**src/rtl/ps2_ascii_decoder_if.sv**
```systemverilog
// PS/2 keyboard pins plus the decoded key outputs, in one bundle.
// master: keyboard side (drives ps2_clk/ps2_data, observes results).
// slave : decoder side (samples PS/2 pins, drives decoded outputs).
interface ps2_ascii_decoder_if;
    logic       ps2_clk;
    logic       ps2_data;
    logic [7:0] kbdata;
    logic [7:0] scan_code;
    logic       key_valid;
    logic [7:0] key_count;
    logic       frame_err;
    logic       overflow;

    modport master (
        output ps2_clk, ps2_data,
        input  kbdata, scan_code, key_valid, key_count, frame_err, overflow
    );

    modport slave (
        input  ps2_clk, ps2_data,
        output kbdata, scan_code, key_valid, key_count, frame_err, overflow
    );
endinterface

```
**src/rtl/ps2_ascii_decoder.sv**
```systemverilog
// PS/2 receiver + raw-byte FIFO + make/break decoder producing held-key ASCII.
// Latency: outputs update 3 clk after the synchronised 11th ps2_clk falling edge.
// Backpressure: none; FIFO drains one byte/clk, a push into a full non-draining FIFO sets sticky overflow.
//
// Ports: clk, clrn (async active-low); bus (slave modport): ps2_clk/ps2_data in,
//        kbdata, scan_code, key_valid, key_count, frame_err, overflow out.
// Optional: define SHIFT_CASE_EN to track shift and emit lower-case letters when unshifted.
module ps2_ascii_decoder #(
    parameter int FIFO_DEPTH     = 4,
    parameter int TIMEOUT_CYCLES = 50000
) (
    input logic               clk,
    input logic               clrn,
    ps2_ascii_decoder_if.slave bus
);
    localparam int AW = $clog2(FIFO_DEPTH);
    localparam int TW = $clog2(TIMEOUT_CYCLES + 1);

    typedef enum logic [1:0] {IDLE, BREAK, EXT, EXT_BREAK} dec_state_t;

    // ---------------- synchronisers ----------------
    logic [2:0] clk_sync;
    logic [1:0] dat_sync;
    logic       fall;
    logic       din;

    always_ff @(posedge clk or negedge clrn) begin
        if (!clrn) begin
            clk_sync <= 3'b111;
            dat_sync <= 2'b11;
        end else begin
            clk_sync <= {clk_sync[1:0], bus.ps2_clk};
            dat_sync <= {dat_sync[0], bus.ps2_data};
        end
    end

    assign fall = (clk_sync[2:1] == 2'b10);
    // Data taken at the same depth as clk_sync[1] so it lines up with the edge.
    assign din  = dat_sync[1];

    // ---------------- receiver ----------------
    logic [3:0]    bit_cnt;
    logic [9:0]    shreg;   // [0]=start, [8:1]=data, [9]=parity once 10 bits are in
    logic [TW-1:0] wdog;
    logic          push_vld;
    logic [7:0]    push_dat;
    logic          frame_err_q;

    always_ff @(posedge clk or negedge clrn) begin
        if (!clrn) begin
            bit_cnt     <= '0;
            shreg       <= '0;
            wdog        <= '0;
            push_vld    <= 1'b0;
            push_dat    <= '0;
            frame_err_q <= 1'b0;
        end else begin
            push_vld    <= 1'b0;
            frame_err_q <= 1'b0;
            if (fall) begin
                wdog <= '0;
                if (bit_cnt == 4'd10) begin
                    bit_cnt <= '0;
                    // din is the stop bit here; it never enters the shift register.
                    if (!shreg[0] && din && (^shreg[9:1])) begin
                        push_vld <= 1'b1;
                        push_dat <= shreg[8:1];
                    end else begin
                        frame_err_q <= 1'b1;
                    end
                end else begin
                    bit_cnt <= bit_cnt + 4'd1;
                    shreg   <= {din, shreg[9:1]};
                end
            end else if (bit_cnt != 4'd0) begin
                if (wdog == TW'(TIMEOUT_CYCLES - 1)) begin
                    bit_cnt     <= '0;
                    wdog        <= '0;
                    frame_err_q <= 1'b1;
                end else begin
                    wdog <= wdog + 1'b1;
                end
            end
        end
    end

    // ---------------- raw-byte FIFO ----------------
    logic [7:0] fifo_mem [FIFO_DEPTH];
    logic [AW:0] wr_ptr, rd_ptr;
    logic        fifo_empty, fifo_full, fifo_pop, fifo_push;
    logic [7:0]  rd_dat;
    logic        overflow_q;

    assign fifo_empty = (wr_ptr == rd_ptr);
    assign fifo_full  = (wr_ptr[AW] != rd_ptr[AW]) && (wr_ptr[AW-1:0] == rd_ptr[AW-1:0]);
    assign fifo_pop   = !fifo_empty;
    // A pop in the same cycle frees the slot, so push is accepted even when full.
    assign fifo_push  = push_vld && (!fifo_full || fifo_pop);
    assign rd_dat     = fifo_mem[rd_ptr[AW-1:0]];

    always_ff @(posedge clk) begin
        if (fifo_push) fifo_mem[wr_ptr[AW-1:0]] <= push_dat;
    end

    always_ff @(posedge clk or negedge clrn) begin
        if (!clrn) begin
            wr_ptr     <= '0;
            rd_ptr     <= '0;
            overflow_q <= 1'b0;
        end else begin
            if (fifo_push) wr_ptr <= wr_ptr + 1'b1;
            if (fifo_pop)  rd_ptr <= rd_ptr + 1'b1;
            if (push_vld && !fifo_push) overflow_q <= 1'b1;
        end
    end

    // ---------------- decoder ----------------
    function automatic logic [7:0] map_upper(input logic [7:0] sc);
        case (sc)
            8'h1C: map_upper = 8'd65;  8'h32: map_upper = 8'd66;  8'h21: map_upper = 8'd67;
            8'h23: map_upper = 8'd68;  8'h24: map_upper = 8'd69;  8'h2B: map_upper = 8'd70;
            8'h34: map_upper = 8'd71;  8'h33: map_upper = 8'd72;  8'h43: map_upper = 8'd73;
            8'h3B: map_upper = 8'd74;  8'h42: map_upper = 8'd75;  8'h4B: map_upper = 8'd76;
            8'h3A: map_upper = 8'd77;  8'h31: map_upper = 8'd78;  8'h44: map_upper = 8'd79;
            8'h4D: map_upper = 8'd80;  8'h15: map_upper = 8'd81;  8'h2D: map_upper = 8'd82;
            8'h1B: map_upper = 8'd83;  8'h2C: map_upper = 8'd84;  8'h3C: map_upper = 8'd85;
            8'h2A: map_upper = 8'd86;  8'h1D: map_upper = 8'd87;  8'h22: map_upper = 8'd88;
            8'h35: map_upper = 8'd89;  8'h1A: map_upper = 8'd90;
            8'h45: map_upper = 8'd48;  8'h16: map_upper = 8'd49;  8'h1E: map_upper = 8'd50;
            8'h26: map_upper = 8'd51;  8'h25: map_upper = 8'd52;  8'h2E: map_upper = 8'd53;
            8'h36: map_upper = 8'd54;  8'h3D: map_upper = 8'd55;  8'h3E: map_upper = 8'd56;
            8'h46: map_upper = 8'd57;  8'h29: map_upper = 8'd32;
            default: map_upper = 8'd0;
        endcase
    endfunction

    function automatic logic [7:0] fold(input logic [7:0] a);
        fold = (a >= 8'd97 && a <= 8'd122) ? a - 8'd32 : a;
    endfunction

    dec_state_t state, state_nxt;
    logic [7:0] kbdata_q, kbdata_nxt, scan_q, scan_nxt, count_q, count_nxt;
    logic       kv_q, kv_nxt;
    logic [7:0] upper, ascii;
    logic       same_key;

    assign upper = map_upper(rd_dat);
`ifdef SHIFT_CASE_EN
    logic shift_q, shift_nxt;
    assign ascii = (!shift_q && upper >= 8'd65 && upper <= 8'd90) ? upper + 8'd32 : upper;
`else
    assign ascii = upper;
`endif
    // Case-insensitive match so a shift change alone never re-triggers or strands a key.
    assign same_key = (fold(ascii) == fold(kbdata_q));

    always_ff @(posedge clk or negedge clrn) begin
        if (!clrn) begin
            state    <= IDLE;
            kbdata_q <= '0;
            scan_q   <= '0;
            count_q  <= '0;
            kv_q     <= 1'b0;
`ifdef SHIFT_CASE_EN
            shift_q  <= 1'b0;
`endif
        end else begin
            state    <= state_nxt;
            kbdata_q <= kbdata_nxt;
            scan_q   <= scan_nxt;
            count_q  <= count_nxt;
            kv_q     <= kv_nxt;
`ifdef SHIFT_CASE_EN
            shift_q  <= shift_nxt;
`endif
        end
    end

    always_comb begin
        state_nxt  = state;
        kbdata_nxt = kbdata_q;
        scan_nxt   = scan_q;
        count_nxt  = count_q;
        kv_nxt     = 1'b0;
`ifdef SHIFT_CASE_EN
        shift_nxt  = shift_q;
`endif
        if (fifo_pop) begin
            case (state)
                IDLE: begin
                    if (rd_dat == 8'hF0) begin
                        state_nxt = BREAK;
                    end else if (rd_dat == 8'hE0) begin
                        state_nxt = EXT;
                    end else begin
                        scan_nxt = rd_dat;
`ifdef SHIFT_CASE_EN
                        if (rd_dat == 8'h12 || rd_dat == 8'h59) shift_nxt = 1'b1;
`endif
                        if (ascii != 8'd0 && !same_key) begin
                            kbdata_nxt = ascii;
                            kv_nxt     = 1'b1;
                            count_nxt  = count_q + 8'd1;
                        end
                    end
                end
                BREAK: begin
                    scan_nxt  = rd_dat;
                    state_nxt = IDLE;
`ifdef SHIFT_CASE_EN
                    if (rd_dat == 8'h12 || rd_dat == 8'h59) shift_nxt = 1'b0;
`endif
                    if (ascii != 8'd0 && same_key) kbdata_nxt = 8'd0;
                end
                EXT:       state_nxt = (rd_dat == 8'hF0) ? EXT_BREAK : IDLE;
                EXT_BREAK: state_nxt = IDLE;
                default:   state_nxt = IDLE;
            endcase
        end
    end

    assign bus.kbdata    = kbdata_q;
    assign bus.scan_code = scan_q;
    assign bus.key_valid = kv_q;
    assign bus.key_count = count_q;
    assign bus.frame_err = frame_err_q;
    assign bus.overflow  = overflow_q;
endmodule

```
**src/flat_wrapper.sv**
```systemverilog
// flat-port wrapper written by rule: the top's interface ports become plain ports
module ps2_ascii_decoder_flat 
#(
    parameter int FIFO_DEPTH     = 4,
    parameter int TIMEOUT_CYCLES = 50000
)
  (clk, clrn, bus_ps2_clk, bus_ps2_data, bus_kbdata, bus_scan_code, bus_key_valid, bus_key_count, bus_frame_err, bus_overflow);
  ps2_ascii_decoder_if bus_i ();
  input logic clk;
  input logic clrn;
  input wire logic [$bits(bus_i.ps2_clk)-1:0] bus_ps2_clk;
  input wire logic [$bits(bus_i.ps2_data)-1:0] bus_ps2_data;
  output wire logic [$bits(bus_i.kbdata)-1:0] bus_kbdata;
  output wire logic [$bits(bus_i.scan_code)-1:0] bus_scan_code;
  output wire logic [$bits(bus_i.key_valid)-1:0] bus_key_valid;
  output wire logic [$bits(bus_i.key_count)-1:0] bus_key_count;
  output wire logic [$bits(bus_i.frame_err)-1:0] bus_frame_err;
  output wire logic [$bits(bus_i.overflow)-1:0] bus_overflow;
  assign bus_i.ps2_clk = bus_ps2_clk;
  assign bus_i.ps2_data = bus_ps2_data;
  assign bus_kbdata = bus_i.kbdata;
  assign bus_scan_code = bus_i.scan_code;
  assign bus_key_valid = bus_i.key_valid;
  assign bus_key_count = bus_i.key_count;
  assign bus_frame_err = bus_i.frame_err;
  assign bus_overflow = bus_i.overflow;
  ps2_ascii_decoder #(.FIFO_DEPTH(FIFO_DEPTH), .TIMEOUT_CYCLES(TIMEOUT_CYCLES)) u_core (.clk(clk), .clrn(clrn), .bus(bus_i));
endmodule
```
**config.mk**
```make
export PLATFORM = sky130hd
export DESIGN_NAME = ps2_ascii_decoder_flat
export DESIGN_NICKNAME = d
export VERILOG_FILES = /design/src/rtl/ps2_ascii_decoder_if.sv /design/src/rtl/ps2_ascii_decoder.sv /design/src/flat_wrapper.sv
export SDC_FILE = /design/constraint.sdc
export NUM_CORES = 1
export LEC_CHECK = 0
export ABC_AREA = 1
export ABC_CLOCK_PERIOD_IN_PS = 3350
export CORE_ASPECT_RATIO = 1.5
export CORE_MARGIN = 2
export CORE_UTILIZATION = 45
export DETAILED_ROUTE_END_ITERATION = 7
export GPL_TIMING_DRIVEN = 0
export PLACE_DENSITY_LB_ADDON = 0.08
export SLEW_MARGIN = 30
export SYNTH_ARGS = -nofsm -noshare
export SYNTH_HDL_FRONTEND = slang
export SYNTH_SLANG_ARGS = --single-unit
```
**constraint.sdc**
```tcl
create_clock -name clk -period 3.35 [get_ports clk]
set_input_delay 1.005 -clock clk [delete_from_list [all_inputs] [get_ports clk]]
set_output_delay 1.005 -clock clk [all_outputs]
set_load 0.01 [all_outputs]
```
==> impl_metrics.yaml, run 1 <==
status:
  status: "finished clean"
route:
  final_antenna_net_count: 0
  wire_per_inst_um: 15.12
  post-route-drc-count: 0
  first_iter_violations: 266
  routed_via_density: 5.293
  drt-total-wl_um: 14010
  firstDrtPassIters: 4
  num_vias: 4907
grt:
  grt_pass1_wl_um: 22800
  gr-total-overflow: 0
  grt_max_degree: 41
  grt_pass1_vias: 4918
  grtUsageTotal_pct: 19.80
  antenna_found_initial: 0
pwr:
  power.switching_mw: 3.889
  p_leak_nw: 3.239
  seq_power_share_pct: 22.8
  ir_drop_mv: 0.3904
  finalPower_mw: 8.093
  swShare_pct: 48.06
  p_comb_share_pct: 63.9
  p_int_mw: 4.204
  pwr-share-clk_pct: 13.3
  power_per_cell_area_nw_per_um2: 1071
sta:
  setup_viol: 0
  fmax_ghz: 0.3125
  worstMarginPinSlew_ns: 0.8795
  setup_tns_ns: 0
  finalCritPeriodShare_pct: 95.53
  slew_violations: 0
  relSlewSlack_pct: 41.15
  hold_viol: 0
  fin_crit_ns: 3.200
  fin_ws_ns: 0.1498
  clock_skew_ns: 0.01037
layout:
  mostFrequentLayoutCells: "159 x nand2_1, 72 x dfrtp_1, 55 x inv_1, 44 x nand3_1, 40 x o21ai_0"
  nets: 786
  n_fill_cell: 1164
  seqCellArea_um2: 2920
  fin_cells: 927
  n_antenna_cell: 0
  drive_gt1_share_pct: 23.70
  mostFrequentLayoutCell: "nand2_1"
  multi_input_area_um2: 3192
  area_delta_synth_final_pct: 26.83
clocking:
  clkSinkCount: 110
  clock_path_buffers: 2
  cts_tree: "yes"
  numCtsBuffers: 9
  clk-insertion-delay-late_ns: 0.36
  cts_max_level: 3
  clk_pin_slew_worst_paths_ns: 0.08
  root_buffer: "clkbuf_16"
critical_path:
  r2r_start: "u_core.rd_ptr[0]$_DFFE_PN0P_"
  slowest_delay_ns: 0.42
  critPathKind: "reg -> reg"
  regToRegEndpoint: "u_core.bus.kbdata[3]$_DFFE_PN0P_"
  worstSetupEndpointType: "flop"
  cp_max_fo: 6
  cpMostUsedCell: "nand3_2"
  crit_chain: "buf_6 -> buf_8 -> nand2_4 -> nand3_2 -> nand2_4 -> ha_4 -> or2_4 -> nand3_2 -> nand3_2 -> nand2_1 -> nand2_1 -> nand3_2 -> nand2_2 -> nand2_2 -> nand2_2 -> nor2_4 -> nand3_1 -> nand3_2 -> nand2_4 -> buf_4 -> nand4_1 -> nand2_1"
  startpoint_type: "flop"
  slowest_stage: "dfrtp_2"
  cp.required_ns: 3.60
  critPathArrivalTime_ns: 3.46
  rr_worst_depth: 22
  r2r_slack_ns: 0.15
job:
  max_cap_violations: 0
floorplan:
  initial_utilization_pct: 45.98
  core-area_um2: 12950
  die_h_um: 144.9
  placementRows: 51
  die_area_um2: 14190
  die_w_um: 97.93
  io_pins: 31
synth:
  synthCells: 695
  ys_types: 49
  syn-cell-area_um2: 5956
  yosys.area.top_type: "dfrtp_1"
  syn_avg_cell_area_um2: 8.569
  synth_edf_count: 32
  ys_ff_latch: 110
  synth_top_area_share_pct: 30.67
  async_flop_share_pct: 70.91
  synthTopCellsByArea: "dfrtp_1 31%, edfxtp_1 16%, nand2_1 12%"
  ys.warnings.count: 0
  syn_nets: 718
  synth_flop_cell: "dfrtp_1"
  seq_area_frac_synth_pct: 49.01
placement:
  dp.cells: 884
  pre_cts_slack_ns: -0.3757
  place.detailed.hpwl_um: 9714
  place_congestion: 0.9297
  portBuffers: 29
hold_path:
  whs_path_depth: 0
  min_from: "u_core.clk_sync[0]$_DFF_PN1_"
  min_path_type: "reg -> reg"
  hold-path-endpoint: "u_core.clk_sync[1]$_DFF_PN1_"
## Yosys cell counts, types with 3 or more instances
cell / count
a21oi_1: 22
buf_2: 3
buf_4: 4
buf_6: 4
clkbuf_1: 7
dfrtp_1: 73
dfstp_2: 5
edfxtp_1: 32
ha_1: 19
inv_1: 57
inv_2: 6
nand2_1: 195
nand2_2: 16
nand2_4: 3
nand3_1: 65
nand3_4: 3
nand3b_1: 3
nand4_1: 14
nor2_1: 36
nor2_2: 3
nor3_1: 16
o21ai_0: 42
o21ai_1: 9
xnor2_1: 16
xor2_1: 11
## power by group through the flow
| stage | combinational, mW | sequential [mW] | clock (mW) |
|---|---|---|---|
| finish | 5.17 | 1.85 | 1.07 |
| global route | 5.68 | 1.88 | 1.14 |
| CTS | 4.13 | 1.85 | 1.10 |
| detailed placement | 3.74 | 1.87 | 0 |
| global placement | 3.71 | 1.86 | 0 |
| floorplan | 2.69 | 1.88 | 0 |
## area by class of cell
class,instances,share of cell area (%)
clock inverters,7,0.9607
inverters,66,3.594
repair buffers,56,6.974
clock buffers,9,2.982
multi-input cells,502,42.26
plain buffers,18,1.938
well taps,159,2.634
flip-flops and latches,110,38.66
## worst max-delay path by stage
stage / startpoint / end / slack, ns / cells past startpoint
after detailed placement: u_core.rd_ptr[0]$_DFFE_PN0P_ / u_core.bus.kbdata[6]$_DFFE_PN0P_ / -0.38 / 27
final: u_core.rd_ptr[0]$_DFFE_PN0P_ / u_core.bus.kbdata[3]$_DFFE_PN0P_ / 0.15 / 22
after global routing: u_core.rd_ptr[0]$_DFFE_PN0P_ / u_core.bus.kbdata[6]$_DFFE_PN0P_ / -0.07 / 26
after global placement: clrn / u_core.bus.scan_code[1]$_DFFE_PN0P_ / -1.45 / 1
after floorplan: u_core.rd_ptr[0]$_DFFE_PN0P_ / u_core.bus.kbdata[2]$_DFFE_PN0P_ / 0.25 / 27
after CTS: u_core.rd_ptr[0]$_DFFE_PN0P_ / u_core.bus.kbdata[6]$_DFFE_PN0P_ / 0.02 / 25
## sequential cells by signal, indices dropped and copies added, names as in the netlist, 2 cells and up
| name | count |
|---|---|
| u_core.fifo_mem | 32 |
| u_core.push_dat | 8 |
| u_core.state | 2 |
| u_core.bus.kbdata | 7 |
| u_core.wdog | 16 |
| u_core.clk_sync | 3 |
| u_core.bit_cnt | 4 |
| u_core.wr_ptr | 3 |
| u_core.shreg | 10 |
| u_core.bus.scan_code | 8 |
| u_core.rd_ptr | 3 |
| u_core.bus.key_count | 8 |
| u_core.dat_sync | 2 |
## worst max-delay path, delay by kind of cell (launching register included)
family	cells	cell delay (ns)
adders and majority gates	1	0.18
and+or+nand+nor	18	2.04
buffers and inverters	3	0.44
DFF	1	0.42
## repair_timing
item                                    4_1_cts  5_1_grt
endpoints found under the setup margin       16       16
gates resized for setup                      30      107
pin swaps                                     7       44
gates cloned                                  1        0
hold buffers                                  0        0
setup buffers                                 9       17
## metal layers
layer  up-vias  GRT usage (%)  routed length, um
met4         0          8.958                527
met2        82          36.92               7651
li1       2433              -                  -
met1      2358          21.43               5529
met5         -              0                  0
met3        34          3.372                303
## kinds of logic (layout without fill, tap and decap cells)
kind of cell | after synthesis | after routing | synth area share, %
flops | 110 | 110 | 49.01
compound gates | 86 | 86 | 7.962
other cells | 1 | 1 | 0.06296
mux | 2 | 2 | 0.3571
buf+inv | 84 | 156 | 6.176
xor+xnor | 27 | 27 | 3.970
simple gates | 366 | 367 | 28.47
fa+ha+maj | 19 | 19 | 3.992
## stage by stage
stage | area [um2] | hold WS (ns) | utilization [%]
finish | 7553 | 0.3577 | 58.31
floorplan | 5956 | 0.3452 | -
CTS | 6970 | 0.3581 | 53.81
global placement | 6445 | 0.3481 | 49.75
detailed placement | 6462 | 0.3468 | 49.89
global route | 7553 | 0.3601 | 58.31
(Power assumes the default switching activity.)
==> run 2: changes to the inputs <==
Settings changed: ABC_AREA 1 to default.
==> impl_metrics.yaml, run 2 <==
status:
  status: "finished, violations left"
  violations: "setup timing"
synth:
  synthTopCellsByArea: "dfrtp_1 31%, edfxtp_1 16%, nand2_1 4.7%"
  ys.warnings.count: 0
  ys_types: 72
  synth_top_family_by_area: "simple AND/OR/NAND/NOR gates"
  synth_flop_cell: "dfrtp_1"
  yosys.area.top_type: "dfrtp_1"
  ys_top_cells_by_count: "75 x nand2_1, 73 x dfrtp_1, 33 x nor2_1, 32 x edfxtp_1, 29 x o21ai_0"
  yosysMostFrequentCell: "nand2_1"
  synth_edf_count: 32
  yosys.area_share.simple_pct: 18.13
  syn_avg_cell_area_um2: 10.79
  synthCells: 552
  muxShareOfSynthArea_pct: 9.414
  synth_top_area_share_pct: 30.68
  ys_ff_latch: 110
  syn_nets: 575
  async_flop_share_pct: 70.91
  seq_area_frac_synth_pct: 49.02
  synth-compound-area-share_pct: 11.41
  synth_xor_area_share_pct: 5.001
  syn-cell-area_um2: 5954
  yosys.area_share.adder_pct: 3.992
sta:
  holdWs_ns: 0.3577
  setup_tns_ns: -13.67
  rsz0062_at_grt: "true"
  slew_violations: 0
  hold_viol: 0
  relSlewSlack_pct: 64.84
  fmax_ghz: 0.2343
  setup_viol: 16
  fin_ws_ns: -0.9181
  fin_crit_ns: 4.268
  clock_skew_ns: 0.01328
  worstMarginPinSlew_ns: 0.5242
  finalCritPeriodShare_pct: 127.4
route:
  wire_per_inst_um: 16.86
  firstDrtPassIters: 4
  post-route-drc-count: 0
  routed_via_density: 5.575
  num_vias: 4343
  drt-total-wl_um: 13140
  final_antenna_net_count: 0
  first_iter_violations: 166
clocking:
  root_buffer: "clkbuf_16"
  cts_max_level: 3
  cts_tree: "yes"
  clk-insertion-delay-late_ns: 0.35
  clk_pin_slew_worst_paths_ns: 0.08
  numCtsBuffers: 9
  clock_path_buffers: 2
  clkSinkCount: 110
critical_path:
  cp.required_ns: 3.58
  r2r_slack_ns: -0.92
  critPathKind: "reg -> reg"
  startpoint_type: "flop"
  cpMostUsedCell: "buf_4"
  slowest_stage: "mux4_2"
  critPathArrivalTime_ns: 4.50
  worstSetupEndpointType: "flop"
  cp_max_fo: 9
  cp_num_buf_inv: 6
  crit_chain: "buf_12 -> mux4_2 -> buf_4 -> ha_1 -> clkbuf_4 -> a22o_1 -> a32oi_1 -> o21ai_2 -> inv_1 -> ha_4 -> a221o_1 -> or4_4 -> a211oi_4 -> buf_6 -> buf_4 -> mux2i_1 -> o2bb2ai_1"
  critPathTopFamily: "compound AO/OA/AOI/OAI gates"
  slowest_delay_ns: 0.56
hold_path:
  min_path_type: "reg -> reg"
floorplan:
  core-area_um2: 12950
  placementRows: 51
  die_h_um: 144.9
  io_pins: 31
  initial_utilization_pct: 45.97
  die_w_um: 97.92
  die_area_um2: 14190
placement:
  place.detailed.hpwl_um: 9414
  place_congestion: 0.8974
  portBuffers: 29
  place_area_um2: 6507
layout:
  mostFrequentLayoutCells: "75 x nand2_1, 71 x dfrtp_1, 32 x edfxtp_1, 31 x nor2_1, 28 x clkdlybuf4s50_1"
  largest_reg_flops: 32
  nets: 638
  fin_area_um2: 7209
  area_delta_synth_final_pct: 21.08
  drive_gt1_share_pct: 20.16
  n_antenna_cell: 0
  mostFrequentLayoutCell: "nand2_1"
pwr:
  power_per_cell_area_nw_per_um2: 752.4
  p_leak_nw: 2.903
  ir_drop_mv: 0.4727
grt:
  grt_pass1_vias: 4486
  gr-total-overflow: 0
  antenna_found_initial: 0
  grtUsageTotal_pct: 19.30
  grt_max_degree: 59
  grt_pass1_wl_um: 21880
job:
  max_cap_violations: 0
-- run 2: cell count changes after synthesis, sizes merged, moves of 13 or more --
cell and change:
nand2 -139, mux2 +18, a21oi -14, nand2b +13, mux2i +13, nor2b +16
o21ai -21, nand3 -52, inv -50
-- run 2: final cells by class --
class	count	area, um2
Clock buffer	9	225.2
Buffer	20	152.6
Multi-Input combinational cell	405	3017
Sequential cell	110	2922
Tap cell	159	198.9
Inverter	16	70.07
Timing Repair Buffer	53	520.5
Clock inverter	7	103.9
Fill cell	1182	5744
-- run 2: routing by layer --
metal  global-route usage, %  routed length, um  vias to the layer above
li1                        -                  -                     2116
met1                   21.44               5324                     2157
met2                   36.81               7293                       51
met3                   2.690                207                       19
met4                   7.968                311                        0
met5                       0                  0                        -
-- run 2: per-stage QoR --
step	instances	setup slack [ns]	utilization, %	total power [mW]
3_5_place_dp	741	-1.693	50.24	3.926
6_report	779	-0.9181	55.66	5.424
5_1_grt	779	-1.099	55.66	5.754
4_1_cts	778	-0.9408	55.38	5.436
2_1_floorplan	552	-0.8626	-	3.335
3_3_place_gp	740	-1.832	50.01	3.893
-- run 2: cell families after synthesis --
logic type / Yosys count
muxes: 42
buffers and inverters: 37
and+or+nand+nor: 213
AOI/OAI and AO/OA: 96
other: 1
adders and majority gates: 19
DFF: 110
xor gates and xnor gates: 34
-- run 2: what timing repair did --
action	CTS	global route
pin swaps	9	2
setup endpoints to repair	20	20
gates cloned	2	0
hold buffers	0	0
buffers inserted	19	2
resized for setup	35	7
-- run 2: final timing paths --
path                                               from                          endpoint  cells after the start
max                        u_core.rd_ptr[0]$_DFFE_PN0P_  u_core.bus.kbdata[4]$_DFFE_PN0P_                     17
max reg2reg                u_core.rd_ptr[0]$_DFFE_PN0P_  u_core.bus.kbdata[4]$_DFFE_PN0P_                     17
max in group asynchronous                          clrn      u_core.dat_sync[1]$_DFF_PN1_                      2
min                        u_core.dat_sync[0]$_DFF_PN1_      u_core.dat_sync[1]$_DFF_PN1_                      0
min in group asynchronous                          clrn    u_core.bus.key_valid$_DFF_PN0_                      1
min reg2reg                u_core.dat_sync[0]$_DFF_PN1_      u_core.dat_sync[1]$_DFF_PN1_                      0
-- run 2: where the power goes --
part	total, mW	internal, mW	switching, mW
logic	2.50	1.20	1.30
registers	1.76	1.57	0.186
clock network	1.17	0.667	0.502
total	5.42	3.44	1.99
-- run 2: worst reg2reg max path: stages, from the launching register on --
cell and delay (ns):
dfrtp_2 0.43, buf_12 0.15, mux4_2 0.56, buf_4 0.20
ha_1 0.17, clkbuf_4 0.18, a22o_1 0.22, a32oi_1 0.20
o21ai_2 0.10, inv_1 0.16, ha_4 0.24, a221o_1 0.33
or4_4 0.43, a211oi_4 0.21, buf_6 0.15, buf_4 0.15
mux2i_1 0.18, o2bb2ai_1 0.08
